--- src/rtl/ff_bank_readback.sv ---
// Debug/scan reader for a bank of logic-cell flip-flops: snapshots CQZ_BUS on
// request and streams it out one bit per valid/ready beat, then pulses DONE.
module ff_bank_readback #(
  parameter int WIDTH     = 8,
  parameter bit LSB_FIRST = 1'b0
) (
  input  logic             QCK,
  input  logic             QRT,
  input  logic [WIDTH-1:0] CQZ_BUS,
  input  logic             QEN,
  input  logic             REQ,
  output logic             SDO,
  output logic             SDO_VLD,
  input  logic             SDO_RDY,
  output logic             SDO_LAST,
  output logic             BUSY,
  output logic             DONE
);

  localparam int CW = (WIDTH > 1) ? $clog2(WIDTH) : 1;

  typedef enum logic [1:0] {
    S_IDLE,
    S_SHIFT,
    S_DONE
  } state_t;

  state_t           r_state;
  state_t           w_state_nxt;
  logic [WIDTH-1:0] r_shadow;
  logic [WIDTH-1:0] w_shadow_nxt;
  logic [CW-1:0]    r_count;
  logic [CW-1:0]    w_count_nxt;
  logic             w_in_shift;
  logic             w_xfer;

  // NOTE: registers update with non-blocking assignments so every flop samples
  // the pre-edge value of every other flop, independent of statement order.
  always_ff @(posedge QCK) begin
    if (QRT) begin
      r_state  <= S_IDLE;
      r_shadow <= '0;
      r_count  <= '0;
    end else begin
      r_state  <= w_state_nxt;
      r_shadow <= w_shadow_nxt;
      r_count  <= w_count_nxt;
    end
  end

  assign w_in_shift = (r_state == S_SHIFT);
  assign w_xfer     = w_in_shift && SDO_RDY;

  // NOTE: every signal is given a hold value before the case statement, so no
  // path through the block leaves one unassigned and no latch is inferred.
  always_comb begin
    w_state_nxt  = r_state;
    w_shadow_nxt = r_shadow;
    w_count_nxt  = r_count;
    case (r_state)
      S_IDLE: begin
        if (REQ && QEN) begin
          w_shadow_nxt = CQZ_BUS;
          w_count_nxt  = CW'(WIDTH - 1);
          w_state_nxt  = S_SHIFT;
        end
      end
      S_SHIFT: begin
        if (w_xfer) begin
          if (r_count == '0) begin
            w_state_nxt = S_DONE;
          end else begin
            // Zero-filling shift moves the next bit into the output position.
            w_shadow_nxt = LSB_FIRST ? (r_shadow >> 1) : (r_shadow << 1);
            w_count_nxt  = r_count - CW'(1);
          end
        end
      end
      S_DONE:  w_state_nxt = S_IDLE;
      default: w_state_nxt = S_IDLE;
    endcase
  end

  // Outputs decode registered state only; no input reaches them combinationally.
  assign SDO      = w_in_shift && (LSB_FIRST ? r_shadow[0] : r_shadow[WIDTH-1]);
  assign SDO_VLD  = w_in_shift;
  assign SDO_LAST = w_in_shift && (r_count == '0);
  assign BUSY     = w_in_shift;
  assign DONE     = (r_state == S_DONE);

endmodule

--- config.mk ---
export PLATFORM = sky130hd
export DESIGN_NAME = ff_bank_readback
export DESIGN_NICKNAME = d
export VERILOG_FILES = /design/src/rtl/ff_bank_readback.sv
export SDC_FILE = /design/constraint.sdc
export NUM_CORES = 1
export LEC_CHECK = 0
export ABC_AREA = 0
export BUFFER_PORTS_ARGS = -buffer_cell sky130_fd_sc_hd__buf_2
export CAP_MARGIN = 20
export CORE_MARGIN = 4
export CORE_UTILIZATION = 45
export CTS_CLUSTER_SIZE = 25
export DETAILED_ROUTE_END_ITERATION = 10
export GPL_ROUTABILITY_DRIVEN = 1
export PLACE_DENSITY = 0.71
export SLEW_MARGIN = 10
export SYNTH_ARGS = -nofsm -noshare
export SYNTH_HDL_FRONTEND = slang
export SYNTH_SLANG_ARGS = --single-unit
--- constraint.sdc ---
create_clock -name QCK -period 1.25 [get_ports QCK]
set_input_delay 0.125 -clock QCK [delete_from_list [all_inputs] [get_ports QCK]]
set_output_delay 0.125 -clock QCK [all_outputs]
set_load 0.05 [all_outputs]
Yosys cells after proc, flatten, opt, wreduce, memory -nomap -nowiden
Index checks and enable logic that the tools add are counted.
{"block": "totals", "reg_bits": 13, "inputBits": 13, "output_inout_bits": 5}
{"block": "classes", "n_addsub": 1, "eq_ne": 6, "muxes": 12, "reduce_logical": 9}
{"operator": "8-bit 2-to-1 mux", "count": 3}
{"operator": "8-bit one-hot mux with 2 select lines", "count": 1}
{"operator": "3-bit 2-to-1 mux", "count": 3}
{"operator": "2-bit 2-to-1 mux", "count": 3}
{"operator": "3-bit one-hot mux with 2 select lines", "count": 1}
{"operator": "1-bit logical AND", "count": 4}
{"operator": "2-bit by 1-bit inequality test with 1-bit output (second input constant)", "count": 2}
{"operator": "2-bit inequality test (second input constant)", "count": 2}
{"operator": "2-bit one-hot mux with 2 select lines", "count": 1}
{"operator": "4-bit AND reduction", "count": 1}
{"operator": "3-bit logical NOT", "count": 1}
{"operator": "3-bit AND reduction", "count": 1}
{"operator": "3-bit by 1-bit subtractor with 3-bit output (second input constant)", "count": 1}
{"operator": "2-bit by 1-bit == test with 1-bit output (second input constant)", "count": 1}
{"operator": "2-bit == test (second input constant)", "count": 1}
{"operator": "2-bit logical NOT", "count": 1}
{"operator": "2-bit nonzero test", "count": 1}

Longest topological paths before layout
Gate-level depths: netlist (run 1).
{"block": "depth", "depth_word": 4, "depth_mapped": 7, "ltp_nobuf": 5}

Worst setup path after synthesis (run 1)
OpenSTA, ideal clock, no wires.
{"block": "synth_timing", "path_kind": "reg2out", "start": "reg r_count[0]", "end": "out SDO_LAST", "t_arrival_ns": 1.461, "required_time_ns": 1.125, "path_slack_ns": -0.336, "path_stages_with_launch": 7, "n_path_buf": 2, "path_cell_list": "dfxtp_1 > inv_1 > ha_1 > nand2b_1 > buf_6 > buf_6 > nor2_1"}
{"block": "synth_between", "elab_chain_len": 2}
{"item": "start, declared", "line_no": "32", "rtl": "logic [CW-1:0] r_count;"}
{"item": "start signal, assigned", "line_no": "47", "rtl": "r_count <= w_count_nxt;"}
{"item": "3-bit logical NOT", "line_no": "87", "rtl": "assign SDO_LAST = w_in_shift && (r_count == '0);"}
{"item": "1-bit logical AND", "line_no": "87"}
{"item": "end, declared", "line_no": "15", "rtl": "output logic SDO_LAST,"}
No other way between the ends.

Final worst setup path (run 1)
{"block": "layout_timing", "start": "reg r_count[1]", "end": "out SDO_LAST"}
Same word-level chain as after synthesis.

==> key figures, run 1 <==
Clocking
  • Root Buffer: clkbuf_4
  • Max clock buf depth: 2
  • CTS tree: yes
  • TritonCTS Buffers: 3
  • Clock sinks: 13
  • CTS clk-pin slew, worst paths: ~90 ps
  • H-tree Lvls: 1
  • Hold_buf cts: 0
  • Clock latency on the worst-skew pair: between 200 and 300 ps

Synth
  • Post-synth EDFFs: 0
  • Syn avg cell area: just over 10 µm²
  • XOR/XNOR Fraction of Synth Area: 0%
  • Largest family of logic cells by synthesized area: compound AO/OA/AOI/OAI gates
  • Post-synthesis adder-cell area fraction: under 10%
  • Cell taking the most area after synthesis: dfxtp_1
  • Compound-cell area share of the yosys netlist: a little over a quarter
  • Top cell type's share of synthesized area: between 30% and 40%
  • Ys async rst share: 0%
  • Main synth FF type: dfxtp_1
  • Synthesized area: about 730 µm²
  • Synth Instances: just over 70
  • Top cells by area, synth: dfxtp_1 (36%), a311oi_1 (11%), mux2i_1 (9.6%)
  • Net Count, Synth: 87
  • Yosys warns: 0
  • Post-synthesis cell type count: 29
  • Simple-Gate Fraction of Synth Area: between 10% and 20%
  • Seq cells post-synth: 13
  • Mux contribution to synthesized area: 9.59%
  • Register area share after synthesis: around 36%

Placed design
  • GP Congestion: a little under 0.8
  • DP Worst Slack: -71.3 ps
  • PortBufs: 17
  • DP HPWL: between 1000 and 1500 µm

Worst setup path
  • Reg-to-Reg Start: r_count[1]
  • Kind of critical path: reg2out
  • Critical path endpoint category: output pin
  • CP Data Arrival Time: about 1200 ps
  • Last element of the critical path: SDO_LAST
  • Reg-to-reg endpoint: r_shadow[4]
  • Critical Path RT: around 1100 ps
  • Largest fanout on the critical path: 2
  • Setup crit start: r_count[1]
  • Worst setup SP type: flop
  • R2R depth: 7
  • R2R Setup Slk: -90 ps

Finish
  • Seq. cell area: roughly 270 µm²
  • Layout area overhead: 44.3%
  • Most frequent cells in the layout: buf_2 (13), buf_4 (10), dfxtp_1 (9), a311oi_2 (8), mux2i_1 (7)
  • Antenna Cells: 0
  • Nets: approximately 120
  • Ratio of cells with drive above 1 in the final layout: ~60%
  • Area of the multi-input gates: 485 µm²
  • Most common cell after layout, fill and taps aside: buf_2
  • Final-layout fill cell count: about 120

Routing
  • DRC viols: 0
  • Post-DRT Antenna Nets: 0
  • Drt via density: ~5.9
  • Total number of vias: around 680
  • Routed WL: 1780 µm
  • Initial DRC Count: 6
  • Routed WL per cell: ~15 µm
  • DRT Pass-1 Iters: 4

Die
  • Starting Density: 47.9%
  • Die height: around 48 µm
  • Die width: just under 50 µm
  • Ports: 18
  • Row Count: 14
  • Die ar.: between 2000 and 2500 µm²
  • Core Box Area: roughly 1500 µm²

Pwr
  • Net Sw Frac: between 30% and 40%
  • Sequential power share: between 40 and 50%
  • P_leak: about 0.45 nW
  • Clock share of power: a little over a fifth
  • Combinational power share: around two fifths
  • P_sw: a little under 0.0004 W
  • Power per cell area: about 1100 nW/µm²
  • Power Internal: 0.000804 W
  • Peak VDD IR: roughly 0.59 mV

Flow run
  • Max cap viols: 0

Outcome
  • Failing checks: negative setup slack
  • Outcome: finished, violations left

Timing
  • FMAX: roughly 740 MHz
  • Max Clock Skew: a little over 9 ps
  • Relative slew slack: 76.0%
  • Final hold violation count: 0
  • RSZ-0062 raised after global routing: yes
  • Crit path time final: approximately 1400 ps
  • Final setup viols: 13
  • Worst setup margin: -102 ps
  • Final hold slack: a little over 100 ps
  • Final Cycle Share: 108%
  • Final Max Tran Viols: 0
  • Worst Max-Slew Pin Slew: between 300 and 400 ps

Global route
  • Grt ovf: 0
  • Vias in the first global route: 639
  • Initial antenna violation count: 0
  • First-pass GRT wire length: 2850 µm
  • Largest net degree at the start of global routing: 17
  • Overall Global Routing Usage: between 10% and 20%

Worst hold path
  • Min-delay worst type: in2reg
==> cell families (layout without fill, tap and decap cells) <==
| kind of cell | Yosys count | after routing |
|---|---|---|
| buffers and inverters | 12 | 39 |
| AOI/OAI and AO/OA | 24 | 24 |
| adders and majority gates | 2 | 2 |
| muxes | 7 | 7 |
| DFF | 13 | 13 |
| and+or+nand+nor | 14 | 14 |
==> metrics by stage <==
step | setup TNS (ps) | instance area [µm²] | util [%] | cells | total power (W)
after floorplan | -49.3 | 741 | - | 72 | 0.000720
after global placement | -73.6 | 841 | 55.2 | 105 | 0.000788
after detailed placement | -368 | 841 | 55.2 | 105 | 0.000795
after CTS | -504 | 1040 | 68.0 | 115 | 0.00118
after global routing | -1650 | 1050 | 69.2 | 115 | 0.00126
final | -843 | 1050 | 69.2 | 115 | 0.00119
==> sequential cells by signal (all words and copies together) (netlist names) <==
| name | flops |
|---|---|
| r_count | 3 |
| r_shadow | 8 |
| r_state | 2 |
==> final cells by class <==
class                   count  area share, %
well taps                  16           1.90
clock buffers               4           2.49
inverters                   4           1.90
flip-flops and latches     13           25.1
multi-input cells          47           46.0
repair buffers             31           22.5
==> worst min path at each step <==
stage | start | endpoint | slack, ps | depth (start not counted)
after floorplan | QRT | r_state[1] | 200 | 1
after global placement | CQZ_BUS[0] | r_shadow[0] | 390 | 3
after detailed placement | CQZ_BUS[0] | r_shadow[0] | 390 | 3
after CTS | CQZ_BUS[0] | r_shadow[0] | 100 | 3
after global routing | CQZ_BUS[0] | r_shadow[0] | 120 | 3
final | CQZ_BUS[0] | r_shadow[0] | 100 | 3
==> cell usage after synthesis (2+ instances only) <==
library cell and n:
inv_1 3, a21oi_1 2, nand3_1 2, nor2_1 2, buf_6 3, a311oi_1 9, ha_1 2, a211oi_1 8
buf_4 3, mux2i_1 7, dfxtp_1 13
==> repair_timing <==
action                                  CTS  global route
resized for setup                        31             8
endpoints found under the setup margin   13            17
buffers inserted                          6             0
endpoints found under the hold margin     0             0
pin swaps                                16             6
==> per-layer routing <==
metal | track usage, % | vias to the layer above | share of wire [%] | wire [µm]
met5 | 0 | - | 0 | 0
met4 | 4.84 | 0 | 0 | 0
met3 | 2.21 | 0 | 4.3 | 76
met2 | 28.4 | 13 | 50 | 891
met1 | 23.2 | 327 | 46 | 813
li1 | - | 337 | - | -
==> power by group through the flow <==
stage          sequential (W)  combinational [W]  clock, W
5_1_grt              0.000484           0.000489  0.000286
6_report             0.000480           0.000454  0.000258
3_5_place_dp         0.000481           0.000314         0
2_1_floorplan        0.000477           0.000244         0
4_1_cts              0.000479           0.000436  0.000267
3_3_place_gp         0.000480           0.000308         0
==> worst max-delay path, cell delays in order (launching register included) <==
cell	delay, ps
dfxtp_2	330
inv_2	70
ha_4	140
nand2b_4	60
buf_6	120
nor2_4	80
buf_6	160
Power figures use the tool's default switching activity.
==> run 2, diff against run 1 <==
--- a/config.mk
+++ b/config.mk
@@ -14,6 +14,7 @@
 export DETAILED_ROUTE_END_ITERATION = 10
 export GPL_ROUTABILITY_DRIVEN = 1
 export PLACE_DENSITY = 0.71
+export SETUP_SLACK_MARGIN = 0.5
 export SLEW_MARGIN = 10
 export SYNTH_ARGS = -nofsm -noshare
 export SYNTH_HDL_FRONTEND = slang
==> run 2 against run 1 <==
Against the previous run: the run still ends with negative setup slack left; clock-buffer cell count unchanged; hold slack worse by 5.6 ps; clock skew fell by 8.2 ps; final area grew 14%; critical path type is now reg2reg; highest routed layer is now met4; register-to-register slack worse by 30 ps.
==> key figures, run 2 (synthesis results as in run 1) <==
Clocking
  • CTS tree: yes
  • Clock latency on the worst-skew pair: 270 ps
  • Max clock buf depth: 2
  • CTS clk-pin slew, worst paths: 80 ps
  • Root Buffer: clkbuf_4
  • H-tree Lvls: 1
  • Clock sinks: 13
  • TritonCTS Buffers: 3

Pwr
  • Peak VDD IR: 0.729 mV
  • Power Internal: approximately 0.00083 W
  • Clock share of power: about a fifth
  • P_sw: 0.000432 W
  • Sequential power share: approximately two fifths
  • Power per cell area: ~1000 nW/µm²
  • Net Sw Frac: 34.3%
  • P_leak: slightly below 0.5 nW
  • Combinational power share: between 40% and 50%

Timing
  • Final hold violation count: 0
  • Final Cycle Share: 109%
  • Crit path time final: approximately 1400 ps
  • Relative slew slack: about three quarters
  • FMAX: ~730 MHz
  • Max Clock Skew: between 0.9 and 1 ps
  • Final setup viols: 12
  • Final Max Tran Viols: 0
  • Worst setup margin: -119 ps
  • Final hold slack: between 90 and 100 ps
  • RSZ-0062 raised after global routing: yes
  • Worst Max-Slew Pin Slew: 374 ps
  • Setup TNS: -849 ps

Placed design
  • PortBufs: 17
  • DP HPWL: 1120 µm
  • DP Worst Slack: -45.4 ps
  • Post-DP Area: approximately 900 µm²
  • GP Congestion: 0.826

Routing
  • Drt via density: 6.26
  • Top routing layer used: met4
  • DRT Pass-1 Iters: 4
  • Post-DRT Antenna Nets: 0
  • Routed WL: between 2000 and 2500 µm
  • Initial DRC Count: 3
  • Total number of vias: ~760
  • Routed wl met3: 147 µm
  • WL met1: 902 µm
  • DRC viols: 0
  • Routed WL per cell: about 19 µm
  • Met2 WL: ~1100 µm

Worst hold path
  • Min-delay worst type: in2reg
  • HP Start: CQZ_BUS[0]

Die
  • Core Box Area: approximately 1500 µm²
  • Row Count: 14
  • Ports: 18
  • Die height: 48.3 µm
  • Die ar.: between 2000 and 2500 µm²
  • Die width: roughly 48 µm
  • Starting Density: 47.9%

Global route
  • Largest net degree at the start of global routing: 17
  • First-pass GRT wire length: 3380 µm
  • Grt ovf: 0
  • Vias in the first global route: approximately 750
  • Overall Global Routing Usage: between 20% and 30%
  • Initial antenna violation count: 0

Finish
  • Max reg flops: 8
  • Ratio of cells with drive above 1 in the final layout: ~73%
  • Most frequent cells in the layout: buf_4 (14), buf_2 (12), a311oi_2 (9), dfxtp_1 (9), a211oi_2 (8)
  • Seq. cell area: 268 µm²
  • Layout Utilization: 78.9%
  • Layout area overhead: 64.6%
  • Largest Register: r_shadow
  • Final-layout fill cell count: between 100 and 150
  • Design Area, Final: around 1200 µm²
  • Regs by FF count: r_shadow (8), r_count (3), r_state (2)
  • Antenna Cells: 0
  • Most common cell after layout, fill and taps aside: buf_4
  • Nets: ~120
  • Area of the multi-input gates: between 500 and 600 µm²

Worst setup path
  • Critical Path RT: about 1400 ps
  • Setup crit start: r_count[0]
  • Largest stage delay, worst path: ~330 ps
  • Worst setup SP type: flop
  • Critical path endpoint category: flop
  • Reg-to-Reg Start: r_count[0]
  • Critical path, cell by cell: inv_2 > ha_4 > nand2b_4 > buf_6 > buf_4 > a311oi_2 > a211oi_2
  • Kind of critical path: reg2reg
  • R2R Setup Slk: -120 ps
  • Largest fanout on the critical path: 6
  • Slowest CP cell: dfxtp_2
  • CP Data Arrival Time: 1520 ps

Outcome
  • Outcome: finished, violations left
  • Failing checks: negative setup slack

Flow run
  • Max cap viols: 0
==> run 2: changes by cell type in the layout (fill, tap and decap cells not counted), sizes merged <==
cell / delta
and4bb: +1
buf: +6
==> run 2: worst paths after layout <==
check | depth (start not counted) | to
max | 7 | r_shadow[6]
min | 3 | r_shadow[0]
max reg2reg | 7 | r_shadow[6]
min reg2reg | 3 | r_shadow[0]
==> run 2: repair_timing <==
action | CTS | global route
pin swaps | 4 | 2
gates cloned | 1 | 0
resized for setup | 31 | 10
setup endpoints to repair | 18 | 18
hold buffers | 0 | 0
buffers inserted | 8 | 4
==> run 2: power by group through the flow <==
stage          clock network [W]  logic, W  registers [W]
2_1_floorplan                  0  0.000300       0.000485
3_3_place_gp                   0  0.000346       0.000487
3_5_place_dp                   0  0.000351       0.000489
4_1_cts                 0.000266  0.000463       0.000479
5_1_grt                 0.000294  0.000547       0.000485
6_report                0.000262  0.000518       0.000480
==> run 2: layout make-up <==
class	instances	share of cell area (%)
repair buffers	37	25.3
clock buffers	4	2.19
well taps	16	1.66
inverters	4	1.87
multi-input cells	48	46.7
flip-flops and latches	13	22.3
==> run 2: worst max-delay path, delay by kind of cell (launching register included) <==
kind | cells | cell delay [ps]
compound gates | 2 | 360
buf+inv | 3 | 350
flops | 1 | 330
fa+ha+maj | 1 | 140
simple gates | 1 | 60
==> run 2: routing by layer <==
layer	track usage [%]	vias to the layer above
met5	0	-
met4	11.8	0
met3	6.27	8
met2	35.2	28
met1	25.1	376
li1	-	352
==> run 2: stage by stage <==
stage                     cells  total power (W)
after floorplan              72         0.000785
after global placement      105         0.000833
after detailed placement    105         0.000840
after CTS                   118          0.00121
after global routing        122          0.00133
final                       122          0.00126
==> run 3, diff against run 2 <==
--- a/config.mk
+++ b/config.mk
@@ -9,11 +9,11 @@
 export BUFFER_PORTS_ARGS = -buffer_cell sky130_fd_sc_hd__buf_2
 export CAP_MARGIN = 20
 export CORE_MARGIN = 4
-export CORE_UTILIZATION = 45
+export CORE_UTILIZATION = 50
 export CTS_CLUSTER_SIZE = 25
 export DETAILED_ROUTE_END_ITERATION = 10
 export GPL_ROUTABILITY_DRIVEN = 1
-export PLACE_DENSITY = 0.71
+export PLACE_DENSITY = 0.75
 export SETUP_SLACK_MARGIN = 0.5
 export SLEW_MARGIN = 10
 export SYNTH_ARGS = -nofsm -noshare
==> constraint.sdc (replaced) <==
create_clock -name QCK -period 1.31 [get_ports QCK]
set_input_delay 0.131 -clock QCK [delete_from_list [all_inputs] [get_ports QCK]]
set_output_delay 0.131 -clock QCK [all_outputs]
set_load 0.05 [all_outputs]
==> run 3 against run 2 <==
Against the previous run: core utilization increased by 6.0 points; wire length is 15% lower; critical path type unchanged; critical endpoint is now r_count[0]; the flow still finishes with violations (negative setup slack); non-clock buffer count is 6 lower.
==> key figures, run 3 (synthesis results as in run 1) <==
Pwr
  • P_leak: ~0.46 nW
  • Power Total: roughly 0.0012 W
  • Power per cell area: slightly above 1000 nW/µm²
  • Peak VDD IR: about 0.74 mV

Finish
  • Finished Layout Cells: roughly 110
  • Final-layout fill cell count: 71
  • Antenna Cells: 0
  • Max reg flops: 8
  • Area of the multi-input gates: ~530 µm²
  • Most common cell after layout, fill and taps aside: buf_2
  • Ratio of cells with drive above 1 in the final layout: between 60% and 70%
  • Seq. cell area: between 200 and 300 µm²
  • Nets: about 120
  • Most frequent cells in the layout: buf_2 (12), buf_4 (10), a311oi_2 (9), dfxtp_1 (9), mux2i_1 (7)
  • Layout area overhead: 55.0%
  • Largest Register: r_shadow
  • Regs by FF count: r_shadow (8), r_count (3), r_state (2)

Die
  • Die height: around 46 µm
  • Core Box Area: between 1000 and 1500 µm²
  • Starting Density: 54.8%
  • Ports: 18
  • Die width: roughly 46 µm
  • Row Count: 13
  • Die ar.: 2140 µm²

Timing
  • Final Cycle Share: 105%
  • Crit path time final: around 1400 ps
  • Worst Max-Slew Pin Slew: roughly 370 ps
  • Relative slew slack: around 75%
  • Final setup viols: 9
  • FMAX: a little over 700 MHz
  • Worst setup margin: -65.4 ps
  • RSZ-0062 raised after global routing: yes
  • Final Max Tran Viols: 0
  • Final hold violation count: 0
  • Max Clock Skew: ~0.76 ps

Routing
  • Total number of vias: roughly 700
  • Routed WL: 1930 µm
  • Post-DRT Antenna Nets: 0
  • DRT Pass-1 Iters: 4
  • DRC viols: 0
  • Initial DRC Count: 20
  • Drt via density: approximately 6.3
  • Routed WL per cell: around 17 µm

Worst setup path
  • Critical path, cell by cell: inv_2 > ha_4 > nand2b_4 > buf_12 > buf_6 > a31o_4 > o21a_1
  • Delay-heaviest family, CP: compound AO/OA/AOI/OAI gates
  • Buf+Inv Stages, Crit Path: 3
  • CP Data Arrival Time: roughly 1600 ps
  • Largest stage delay, worst path: approximately 330 ps
  • Critical Path RT: about 1500 ps
  • Worst setup SP type: flop
  • Kind of critical path: reg2reg
  • Largest fanout on the critical path: 8
  • Critical path endpoint category: flop
  • Slowest CP cell: dfxtp_2
  • R2R Setup Slk: -70 ps

Global route
  • M1 GR Usage: between 10% and 20%
  • Overall Global Routing Usage: approximately a fifth
  • Grt ovf: 0
  • Vias in the first global route: roughly 640
  • Grt met2 use: between 30% and 40%
  • Initial antenna violation count: 0
  • GRT Max-Usage Layer: met2
  • GRT met3 Usage: between 3 and 4%
  • Largest net degree at the start of global routing: 18
  • First-pass GRT wire length: around 2800 µm

Clocking
  • CTS clk-pin slew, worst paths: roughly 80 ps
  • TritonCTS Buffers: 3
  • Root Buffer: clkbuf_4
  • H-tree Lvls: 1
  • Hold_buf cts: 0
  • Clock latency on the worst-skew pair: around 270 ps
  • Max clock buf depth: 2
  • CTS tree: yes
  • Clock sinks: 13

Placed design
  • PortBufs: 17
  • Placed cell count: a little under 100
  • GP Congestion: just over 0.7

Outcome
  • Failing checks: negative setup slack
  • Outcome: finished, violations left

Worst hold path
  • Min-delay worst type: in2reg

Flow run
  • Max cap viols: 0
## run 3: power breakdown
group	switching, W	total, W	internal (W)
sequential	0.0000294	0.000460	0.000431
clock	0.000129	0.000247	0.000118
combinational	0.000233	0.000467	0.000234
total	0.000392	0.00117	0.000783
## run 3: routing by layer
| layer | vias to the layer above | part of all wire, % | routed length (µm) |
|---|---|---|---|
| met1 | 344 | 38 | 731 |
| met3 | 4 | 6.0 | 115 |
| met4 | 0 | 1.4 | 27 |
| li1 | 341 | - | - |
| met2 | 24 | 55 | 1050 |
| met5 | - | 0 | 0 |
## run 3: timing repair
| action | in CTS | in global routing |
|---|---|---|
| endpoints found under the setup margin | 18 | 18 |
| setup buffers | 6 | 6 |
| resized for setup | 28 | 12 |
| pin swaps | 12 | 10 |
| cloned | 0 | 0 |
## run 3: final cells by class
type                       instances  share of cell area, %
clock buffer                       4                   2.32
inverter                           4                   2.43
multi-input combinational         47                   47.0
sequential                        13                   23.6
tap                               15                   1.66
timing repair buffer              31                   23.0
## run 3: worst min-delay path: cells and delay by family
family / cells / cell delay, ps
buffers and inverters: 1 / 100
AO/OA/AOI/OAI: 1 / 70
AND/OR/NAND/NOR: 1 / 60
## run 3: final timing paths
kind               from  cells after the start     endpoint
max          r_count[0]                      7   r_count[0]
min          CQZ_BUS[0]                      3  r_shadow[0]
max reg2reg  r_count[0]                      7   r_count[0]
min reg2reg  r_state[1]                      1   r_state[0]
## run 3: through the flow
| step | setup TNS, ps | hold slack, ps | util (%) | setup WS, ps | area, µm² |
|---|---|---|---|---|---|
| after CTS | -640 | 97.9 | 77.9 | -79.6 | 1040 |
| after global placement | 0 | 393 | 64.2 | 13.5 | 856 |
| after detailed placement | -107 | 394 | 64.2 | -26.5 | 856 |
| after global routing | -1070 | 150 | 84.9 | -119 | 1130 |
| final | -465 | 143 | 84.9 | -65.4 | 1130 |
| after floorplan | 0 | 200 | - | 106 | 818 |
